==> src/rtl/mips_multicycle_fsm_if.sv <==
// mips_multicycle_fsm_if: instruction/memory status in, datapath control strobes out.
interface mips_multicycle_fsm_if;
  logic [31:0] instr;
  logic        mem_ready;
  logic [3:0]  state;
  logic        pc_write;
  logic [1:0]  pc_write_cond;
  logic        iord;
  logic        mem_read;
  logic        mem_write;
  logic [1:0]  mem_to_reg;
  logic        ir_write;
  logic [1:0]  pc_source;
  logic [2:0]  alu_op;
  logic [1:0]  alu_src_a;
  logic [1:0]  alu_src_b;
  logic        reg_write;
  logic [1:0]  reg_dst;
  logic        md_start;
  logic        md_busy;
  logic        exc;
  logic [1:0]  exc_cause;
  logic [31:0] stall_cnt;
  modport master (
    input  instr, mem_ready,
    output state, pc_write, pc_write_cond, iord, mem_read, mem_write, mem_to_reg, ir_write,
           pc_source, alu_op, alu_src_a, alu_src_b, reg_write, reg_dst, md_start, md_busy,
           exc, exc_cause, stall_cnt
  );
  modport slave (
    output instr, mem_ready,
    input  state, pc_write, pc_write_cond, iord, mem_read, mem_write, mem_to_reg, ir_write,
           pc_source, alu_op, alu_src_a, alu_src_b, reg_write, reg_dst, md_start, md_busy,
           exc, exc_cause, stall_cnt
  );
endinterface

==> src/rtl/mips_multicycle_fsm.sv <==
// mips_multicycle_fsm: multicycle MIPS control FSM with memory wait states, mult/div sequencing and illegal-opcode trap.
// Define MC_STALL_CNT_EN to build the memory stall counter; otherwise stall_cnt is tied to 0.
module mips_multicycle_fsm #(
  parameter int MD_CYCLES  = 32,
  parameter bit DELAY_SLOT = 1
) (
  input logic cclk,
  input logic rst,
  mips_multicycle_fsm_if.master bus
);
  localparam int CW = $clog2(MD_CYCLES + 1);
  typedef enum logic [3:0] {
    FETCH, DECODE, EXEC_M, MEM_L, WRITE, MEM_S, EXEC_R, MEM_R,
    EXEC_B, EXEC_J, EXEC_I, MEM_I, DELAY, JAL, MULDIV, TRAP
  } state_t;
  state_t st, nxt, dst;
  logic [CW-1:0] cnt;
  logic [1:0] cause;
  logic [5:0] op, fn;
  logic r, rs, md, l, s, b, j, jal, i;
  logic [2:0] cls;
  assign op  = bus.instr[31:26];
  assign fn  = bus.instr[5:0];
  assign r   = op == 6'b000000;
  assign rs  = r && fn[5:2] == 4'b0000;
  assign md  = r && fn[5:2] == 4'b0110;
  assign l   = op == 6'b100011;
  assign s   = op == 6'b101011;
  assign b   = op[5:1] == 5'b00010;
  assign j   = op == 6'b000010;
  assign jal = op == 6'b000011;
  assign i   = op[5:3] == 3'b001;
  assign cls = r ? 3'd3 : b ? 3'd2 : (l | s) ? 3'd1 : 3'd0;
  assign dst = DELAY_SLOT ? DELAY : FETCH;
  assign bus.state     = st;
  assign bus.exc_cause = cause;
  always_ff @(posedge cclk or posedge rst)
    if (rst) begin
      st    <= FETCH;
      cnt   <= '0;
      cause <= 2'b00;
    end else begin
      st <= nxt;
      if (st == DECODE && md) cnt <= CW'(MD_CYCLES - 1);
      else if (st == MULDIV && cnt != '0) cnt <= cnt - 1'b1;
      if (st == TRAP) cause <= 2'b01;
    end
  always_comb begin
    nxt               = st;
    bus.pc_write      = 1'b0;
    bus.pc_write_cond = 2'b00;
    bus.iord          = 1'b0;
    bus.mem_read      = 1'b0;
    bus.mem_write     = 1'b0;
    bus.mem_to_reg    = 2'b00;
    bus.ir_write      = 1'b0;
    bus.pc_source     = 2'b00;
    bus.alu_op        = cls;
    bus.alu_src_a     = 2'b00;
    bus.alu_src_b     = 2'b00;
    bus.reg_write     = 1'b0;
    bus.reg_dst       = 2'b00;
    bus.md_start      = 1'b0;
    bus.md_busy       = 1'b0;
    bus.exc           = 1'b0;
    case (st)
      FETCH: begin
        bus.mem_read  = 1'b1;
        bus.alu_src_b = 2'b01;
        bus.alu_op    = 3'd4;
        bus.ir_write  = bus.mem_ready;
        bus.pc_write  = bus.mem_ready;
        nxt           = bus.mem_ready ? DECODE : FETCH;
      end
      DECODE: begin
        bus.alu_src_b = 2'b11;
        bus.alu_op    = 3'd4;
        nxt = md ? MULDIV : r ? EXEC_R : j ? EXEC_J : jal ? JAL : b ? EXEC_B :
              (l | s) ? EXEC_M : i ? EXEC_I : TRAP;
      end
      EXEC_M: begin
        bus.alu_src_a = 2'b01;
        bus.alu_src_b = 2'b10;
        nxt           = l ? MEM_L : MEM_S;
      end
      MEM_L: begin
        bus.mem_read = 1'b1;
        bus.iord     = 1'b1;
        nxt          = bus.mem_ready ? WRITE : MEM_L;
      end
      WRITE: begin
        bus.reg_write  = 1'b1;
        bus.mem_to_reg = 2'b01;
        nxt            = FETCH;
      end
      MEM_S: begin
        bus.mem_write = 1'b1;
        bus.iord      = 1'b1;
        nxt           = bus.mem_ready ? dst : MEM_S;
      end
      EXEC_R: begin
        bus.alu_src_a = rs ? 2'b10 : 2'b01;
        nxt           = MEM_R;
      end
      MEM_R: begin
        bus.reg_write = 1'b1;
        bus.reg_dst   = 2'b01;
        nxt           = FETCH;
      end
      EXEC_B: begin
        bus.alu_src_a     = 2'b01;
        bus.pc_source     = 2'b01;
        bus.pc_write_cond = {b & op[0], b & ~op[0]};
        nxt               = dst;
      end
      EXEC_J: begin
        bus.pc_write  = 1'b1;
        bus.pc_source = 2'b10;
        nxt           = dst;
      end
      EXEC_I: begin
        bus.alu_src_a = 2'b01;
        bus.alu_src_b = 2'b10;
        nxt           = MEM_I;
      end
      MEM_I: begin
        bus.reg_write = 1'b1;
        nxt           = FETCH;
      end
      DELAY: nxt = FETCH;
      JAL: begin
        bus.reg_write  = 1'b1;
        bus.reg_dst    = 2'b10;
        bus.mem_to_reg = 2'b10;
        bus.pc_write   = 1'b1;
        bus.pc_source  = 2'b10;
        nxt            = dst;
      end
      MULDIV: begin
        bus.md_busy  = 1'b1;
        // counter is loaded with MD_CYCLES-1 on entry, so that value marks the first cycle
        bus.md_start = cnt == CW'(MD_CYCLES - 1);
        nxt          = cnt == '0 ? FETCH : MULDIV;
      end
      TRAP: begin
        bus.exc       = 1'b1;
        bus.pc_write  = 1'b1;
        bus.pc_source = 2'b11;
        nxt           = FETCH;
      end
      default: nxt = TRAP;
    endcase
    if (rst) begin
      bus.pc_write  = 1'b0;
      bus.ir_write  = 1'b0;
      bus.reg_write = 1'b0;
      bus.mem_read  = 1'b0;
      bus.mem_write = 1'b0;
      bus.md_start  = 1'b0;
      bus.exc       = 1'b0;
    end
  end
`ifdef MC_STALL_CNT_EN
  logic [31:0] stall;
  always_ff @(posedge cclk or posedge rst)
    if (rst) stall <= '0;
    else if (!bus.mem_ready && (st == FETCH || st == MEM_L || st == MEM_S)) stall <= stall + 1'b1;
  assign bus.stall_cnt = stall;
`else
  assign bus.stall_cnt = '0;
`endif
endmodule

==> src/flat_wrapper.sv <==
// flat-port wrapper written by rule: the top's interface ports become plain ports
module mips_multicycle_fsm_flat 
#(
  parameter int MD_CYCLES  = 32,
  parameter bit DELAY_SLOT = 1
)
  (cclk, rst, bus_instr, bus_mem_ready, bus_state, bus_pc_write, bus_pc_write_cond, bus_iord, bus_mem_read, bus_mem_write, bus_mem_to_reg, bus_ir_write, bus_pc_source, bus_alu_op, bus_alu_src_a, bus_alu_src_b, bus_reg_write, bus_reg_dst, bus_md_start, bus_md_busy, bus_exc, bus_exc_cause, bus_stall_cnt);
  mips_multicycle_fsm_if bus_i ();
  input logic cclk;
  input logic rst;
  input wire logic [$bits(bus_i.instr)-1:0] bus_instr;
  input wire logic [$bits(bus_i.mem_ready)-1:0] bus_mem_ready;
  output wire logic [$bits(bus_i.state)-1:0] bus_state;
  output wire logic [$bits(bus_i.pc_write)-1:0] bus_pc_write;
  output wire logic [$bits(bus_i.pc_write_cond)-1:0] bus_pc_write_cond;
  output wire logic [$bits(bus_i.iord)-1:0] bus_iord;
  output wire logic [$bits(bus_i.mem_read)-1:0] bus_mem_read;
  output wire logic [$bits(bus_i.mem_write)-1:0] bus_mem_write;
  output wire logic [$bits(bus_i.mem_to_reg)-1:0] bus_mem_to_reg;
  output wire logic [$bits(bus_i.ir_write)-1:0] bus_ir_write;
  output wire logic [$bits(bus_i.pc_source)-1:0] bus_pc_source;
  output wire logic [$bits(bus_i.alu_op)-1:0] bus_alu_op;
  output wire logic [$bits(bus_i.alu_src_a)-1:0] bus_alu_src_a;
  output wire logic [$bits(bus_i.alu_src_b)-1:0] bus_alu_src_b;
  output wire logic [$bits(bus_i.reg_write)-1:0] bus_reg_write;
  output wire logic [$bits(bus_i.reg_dst)-1:0] bus_reg_dst;
  output wire logic [$bits(bus_i.md_start)-1:0] bus_md_start;
  output wire logic [$bits(bus_i.md_busy)-1:0] bus_md_busy;
  output wire logic [$bits(bus_i.exc)-1:0] bus_exc;
  output wire logic [$bits(bus_i.exc_cause)-1:0] bus_exc_cause;
  output wire logic [$bits(bus_i.stall_cnt)-1:0] bus_stall_cnt;
  assign bus_i.instr = bus_instr;
  assign bus_i.mem_ready = bus_mem_ready;
  assign bus_state = bus_i.state;
  assign bus_pc_write = bus_i.pc_write;
  assign bus_pc_write_cond = bus_i.pc_write_cond;
  assign bus_iord = bus_i.iord;
  assign bus_mem_read = bus_i.mem_read;
  assign bus_mem_write = bus_i.mem_write;
  assign bus_mem_to_reg = bus_i.mem_to_reg;
  assign bus_ir_write = bus_i.ir_write;
  assign bus_pc_source = bus_i.pc_source;
  assign bus_alu_op = bus_i.alu_op;
  assign bus_alu_src_a = bus_i.alu_src_a;
  assign bus_alu_src_b = bus_i.alu_src_b;
  assign bus_reg_write = bus_i.reg_write;
  assign bus_reg_dst = bus_i.reg_dst;
  assign bus_md_start = bus_i.md_start;
  assign bus_md_busy = bus_i.md_busy;
  assign bus_exc = bus_i.exc;
  assign bus_exc_cause = bus_i.exc_cause;
  assign bus_stall_cnt = bus_i.stall_cnt;
  mips_multicycle_fsm #(.MD_CYCLES(MD_CYCLES), .DELAY_SLOT(DELAY_SLOT)) u_core (.cclk(cclk), .rst(rst), .bus(bus_i));
endmodule
==> config.mk <==
export PLATFORM = sky130hd
export DESIGN_NAME = mips_multicycle_fsm_flat
export DESIGN_NICKNAME = d
export VERILOG_FILES = /design/src/rtl/mips_multicycle_fsm_if.sv /design/src/rtl/mips_multicycle_fsm.sv /design/src/flat_wrapper.sv
export SDC_FILE = /design/constraint.sdc
export NUM_CORES = 1
export LEC_CHECK = 0
export ABC_AREA = 1
export CAP_MARGIN = 25
export CORE_ASPECT_RATIO = 1.75
export CORE_MARGIN = 2
export CORE_UTILIZATION = 30
export DETAILED_ROUTE_END_ITERATION = 8
export GPL_TIMING_DRIVEN = 0
export PLACE_DENSITY_LB_ADDON = 0.25
export REMOVE_ABC_BUFFERS = 1
export SLEW_MARGIN = 30
export SYNTH_ARGS = -nofsm -noshare
export SYNTH_HDL_FRONTEND = slang
export SYNTH_SLANG_ARGS = --single-unit
==> constraint.sdc <==
create_clock -name cclk -period 2.9 [get_ports cclk]
set_clock_uncertainty 0.05 [all_clocks]
set_input_delay 0.58 -clock cclk [delete_from_list [all_inputs] [get_ports cclk]]
set_output_delay 0.58 -clock cclk [all_outputs]
set_load 0.1 [all_outputs]
Word-level counts from Yosys, hierarchy flattened --
Cells that the tools add are included. Widths: inputs -> output; s select.
Cells by class: $add $sub $neg 1, equal/unequal tests 23, multiplexer cells 42, bitwise gates (word level) 4, reduce and logical (&&, ||, !) cells 20
Operators with widths (number):
- $pmux 4 s10 | 1
- $eq 4x4->1 const B | 8
- $mux 4 | 8
- $eq 4x3->1 const B | 5
- $mux 3 | 6
- $mux 1 | 17
- $eq 6x2->1 const B | 2
- $eq 6x6->1 const B | 2
- $logic_not 6->1 | 2
- $mux 6 | 2
- $pmux 2 s2 | 3
- $pmux 2 s3 | 2
- $reduce_or 2->1 | 5
- $reduce_or 3->1 | 3
- $eq 4x2->1 const B | 2
- $logic_not 4->1 | 2
- $eq 6x5->1 const B | 1
- $reduce_bool 6->1 | 1
- $sub 6x1->6 const B | 1
- $eq 5x2->1 const B | 1
- $reduce_or 5->1 | 1
- $eq 4x1->1 const B | 1
- $logic_and 1x1->1 | 4
- $mux 2 | 2
- other kinds (7) | 8
Word-level totals: flip-flop bits (word level) 11, input port bits 35, output and inout bits 62, word-level logic and storage cells 93

Depth between registers and ports, before layout --
Gate-level depths: netlist of the first run.
depth after elaboration 9, gate-level depth with buffers 8, mapped depth without buffers 8

Worst setup path after synthesis of the first run --
OpenSTA, ideal clock, no wires.
path type flip-flop to output port, start point reg u_core.st[2] (netlist: u_core.bus.state[2]), end point out bus_reg_write, arrival time 3.829 ns, required time 2.270 ns, path slack -1.559 ns, cell stages (with the launch flop) 7, path buffers 0, cells stage by stage dfrtp_1 > inv_2 > nor2_4 > inv_2 > nor2_2 > nor2_1 > a21oi_1
On the way: word-level cells in the longest chain between the ends 4, elaborated cells on any way between the ends 7, classes of those cells eq/ne: 4; mux: 2; reduce/logical: 1
Ends and longest elaborated chain:
- start, declared | line mips_multicycle_fsm.sv:16 | state_t st, nxt, dst;
- start signal, assigned | line mips_multicycle_fsm.sv:43 | st <= nxt;
- $eq 4x3->1 / $eq 4x4->1 (equally long branches) | line mips_multicycle_fsm.sv:66 | case (st)
- $reduce_or 4->1 (no source line) (*)
- $mux 1 (*) | line mips_multicycle_fsm.sv:66
- $mux 1 (*) | line mips_multicycle_fsm.sv:153 | if (rst) begin
- end, declared | line flat_wrapper.sv:25 | output wire logic [$bits(bus_i.reg_write)-1:0] bus_reg_write;
Mark *: on every way between the ends. The rest lies on a longest branch, timed or not.

Final worst setup path of the first run --
start point reg u_core.st[1] (netlist: u_core.bus.state[1]), end point out bus_exc
On the way: word-level cells in the longest chain between the ends 3
Ends and longest elaborated chain:
- $eq 4x4->1 | line mips_multicycle_fsm.sv:66
- $mux 1 | line mips_multicycle_fsm.sv:66
- $mux 1 | line mips_multicycle_fsm.sv:153
- end, declared | line flat_wrapper.sv:29 | output wire logic [$bits(bus_i.exc)-1:0] bus_exc;
No other way between the ends.

==> results of run 1 <==
## Yosys cell counts (4+ instances only)
library cell / instances
inv_1: 22
nor3_1: 4
nand2_1: 39
buf_4: 34
nand2_4: 4
dfrtp_1: 11
nor2_2: 7
a21oi_1: 6
nand4_1: 10
inv_2: 6
nand2_2: 4
nand3_1: 20
nor2_1: 25
## layout by cell type (no fill, tap or decap), types with 2 or more instances in the layout
master	instances
ha_1	2
nand2_4	4
nor2_2	7
clkdlybuf4s50_1	17
clkinv_1	2
inv_1	21
inv_4	2
buf_4	7
clkbuf_8	3
nand2_2	4
dlygate4sd2_1	10
nand4_1	10
nand3_1	20
buf_2	4
nor3_1	4
nand2_1	39
clkdlybuf4s15_1	2
clkdlybuf4s15_2	2
nor2_4	2
inv_2	6
dfrtp_1	11
clkbuf_2	3
nor2_8	2
a21oi_1	6
conb_1	33
nor2_1	24
## routing by layer
metal,wire length [microns],GRT usage,share of wire,vias to the layer above
met5,0,0,0,-
met4,110,0.06746,0.032,0
met3,173,0.01644,0.051,8
met2,1880,0.2649,0.55,52
met1,1255,0.1245,0.37,616
li1,-,-,-,710
## worst min-delay path by stage
| stage | start | endpoint | slack (ns) | cells after the start |
|---|---|---|---|---|
| 4_1_cts | u_core.bus.exc_cause[0] | u_core.bus.exc_cause[0] | 0.43 | 2 |
| 2_1_floorplan | rst | u_core.bus.exc_cause[0] | 0.39 | 1 |
| 3_5_place_dp | u_core.bus.exc_cause[0] | u_core.bus.exc_cause[0] | 0.42 | 2 |
| 5_1_grt | u_core.bus.exc_cause[0] | u_core.bus.exc_cause[0] | 0.45 | 2 |
| 6_report | u_core.bus.exc_cause[0] | u_core.bus.exc_cause[0] | 0.42 | 2 |
| 3_3_place_gp | u_core.bus.exc_cause[0] | u_core.bus.exc_cause[0] | 0.41 | 2 |
## flip-flops by register name, summed over array words and instances, names as in the netlist
signal,flops
u_core.cnt,6
u_core.bus.state,4
u_core.bus.exc_cause,1
## logic make-up (layout without fill, tap and decap cells)
logic type                 after synthesis  in the layout  synth area share
buffers and inverters                   67             83            0.2760
adders and majority gates                2              2           0.01774
and+or+nand+nor                        121            121            0.4658
AOI/OAI and AO/OA                       11             11           0.04259
other                                    1             33          0.002659
DFF                                     11             11            0.1952
## metrics by stage
step	util	hold slack (ns)	instances
final	0.3874	0.4236	313
after global routing	0.3874	0.4486	313
after CTS	0.3804	0.4326	308
after detailed placement	0.3785	0.4181	304
after global placement	0.3785	0.4140	304
after floorplan	-	0.3907	211
## final cells by class
| type | instances | area [sq um] | share of cell area |
|---|---|---|---|
| inverters | 33 | 137.6 | 0.07682 |
| multi-input cells | 167 | 873.3 | 0.4874 |
| repair buffers | 46 | 395.4 | 0.2207 |
| clock buffers | 4 | 45.04 | 0.02514 |
| flip-flops and latches | 11 | 275.3 | 0.1536 |
| well taps | 52 | 65.06 | 0.03631 |
## worst max-delay path: stages (launching register included)
cell and delay [ns]:
dfrtp_1 0.56, nand2_1 0.15, clkinv_1 0.10, nand2_1 0.13
nor2_1 0.12, clkdlybuf4s15_1 0.83
## power by group through the flow
| stage | Sequential [mW] | Clock, mW | Combinational, mW |
|---|---|---|---|
| floorplan | 0.460 | 0 | 1.13 |
| global placement | 0.262 | 0 | 1.64 |
| detailed placement | 0.262 | 0 | 1.64 |
| CTS | 0.260 | 0.168 | 1.59 |
| global route | 0.265 | 0.174 | 1.67 |
| finish | 0.260 | 0.164 | 1.59 |
## repair_timing
item,in CTS,in global routing
gates resized for setup,59,14
buffers inserted,0,5
endpoints found under the setup margin,24,11
==> flow_summary_export.csv, run 1 <==
group,metric,value,unit
critical_path,r2r_slack,1.33,ns
critical_path,critPathRequiredTime,2.27,ns
critical_path,arrival,2.14,ns
critical_path,worst_r2r_path_depth,7,
synth,synth_cell_type_count,30,
layout,drive_gt1_frac,0.2031,
clock_network,cts_made_buffers,3,
run,maxCapViolations,0,
clock_network,cts_tree,"built",
floorplan,ios,97,
floorplan,start_util,0.3049,
synth,synth_area,0.001410,sq mm
drt,wl_per_cell,10.93,microns
synth,synth_top_cell_by_area,"dfrtp_1",
run_status,outcome,"complete, no violations",
timing,setup_viol,0,
global_routing,grt_usage,0.1306,
power,pwr-share-comb,0.790,
clock_network,clock_latency,0.25,ns
power,p_sw_frac,0.7255,
critical_path,criticalPathCategory,"flop to primary output",
layout,nets,299,
critical_path,cp-startpoint,"u_core.bus.state[1]",
timing,setup_ws,0.1343,ns
timing,slew_headroom,0.3454,
synth,synthCells,213,
global_routing,grt_pass1_wl,5478,microns
floorplan,die-area,0.005286,sq mm
global_routing,grt_max_degree,13,
global_routing,antenna_found_initial,0,
global_routing,overflow,0,
power,power_density,1124,mW/mm^2
timing,fmax,361.6,MHz
floorplan,num_rows,33,
synth,ys_top_cells_by_area,"dfrtp_1, buf_4, nand2_1",
timing,tns,0,ns
synth,ys_ff_latch,11,
clock_network,clkSinkCount,11,
global_routing,grt_pass1_vias,1258,
critical_path,worstSetupEndpointType,"primary output",
critical_path,r2r_end,"u_core.bus.state[3]",
worst_hold_path,worst_hold_path_type,"flop to flop",
power,irDropWorstVdd,0.7688,mV
critical_path,start_kind,"flop",
floorplan,fp.coreArea,0.004624,sq mm
drt,firstDrtPassIters,4,
layout,fillers,516,
critical_path,crit_end,"bus_exc",
clock_network,ctsHoldBuffers,0,
timing,hold_viol,0,
drt,drt_iter0_drc,22,
synth,synth_edf_count,0,
drt,drc,0,
power,power,2.014,mW
clock_network,clk_path_buf_depth,2,
layout,antenna_cells,0,
timing,grt_setup_unrepaired,"no",
power,p_seq_frac,0.129,
place,port_buffers,41,
clock_network,htree_levels,1,
drt,routed_wl,3420,microns
clock_network,clk_pin_slew,0.06,ns
floorplan,die_h,94.70,microns
synth,avgSynthCellArea,6.620,sq um
place,gp_congestion,0.8354,
drt,postRouteAntennaNets,0,
drt,num_vias,1386,
place,post-place-ws,-0.8906,ns
layout,syn_to_final_growth,27.06,%
drt,vias_per_cell,4.428,
timing,finalMaxSlewViolations,0,
floorplan,die_w,55.83,microns
clock_network,ctsRootBufferMaster,"clkbuf_8",
place,placed_area,0.001750,sq mm
timing,period_needed,2.766,ns
synth,synth_top_area_frac,0.1952,
synth,async_reset_ff_frac,1.000,
synth,yosysWarnings,0,
layout,design_area,0.001792,sq mm
critical_path,path_max_fanout,8,
timing,layout_worst_path_cycle_share,0.9537,
timing,worstMarginPinSlew,0.9788,ns
power,clkPwrFrac,0.081,
synth,synth-main-ff-cell,"dfrtp_1",
power,p_leak,1.015,nW
power,power.internal,0.5529,mW
synth,yosysSeqAreaShare,0.1952,
power,power_switching,1.461,mW
critical_path,r2r-start,"u_core.cnt[0]",
place,hpwlAfterDp,2839,microns
Note: power is estimated with default switching activity, not from simulation.
==> run 2, diff against run 1 <==
--- a/config.mk
+++ b/config.mk
@@ -6,7 +6,6 @@
 export NUM_CORES = 1
 export LEC_CHECK = 0
 export ABC_AREA = 1
-export CAP_MARGIN = 25
 export CORE_ASPECT_RATIO = 1.75
 export CORE_MARGIN = 2
 export CORE_UTILIZATION = 30
==> results of run 2 <==
The final DEF is identical to that of run 1; final timing and power are the same.
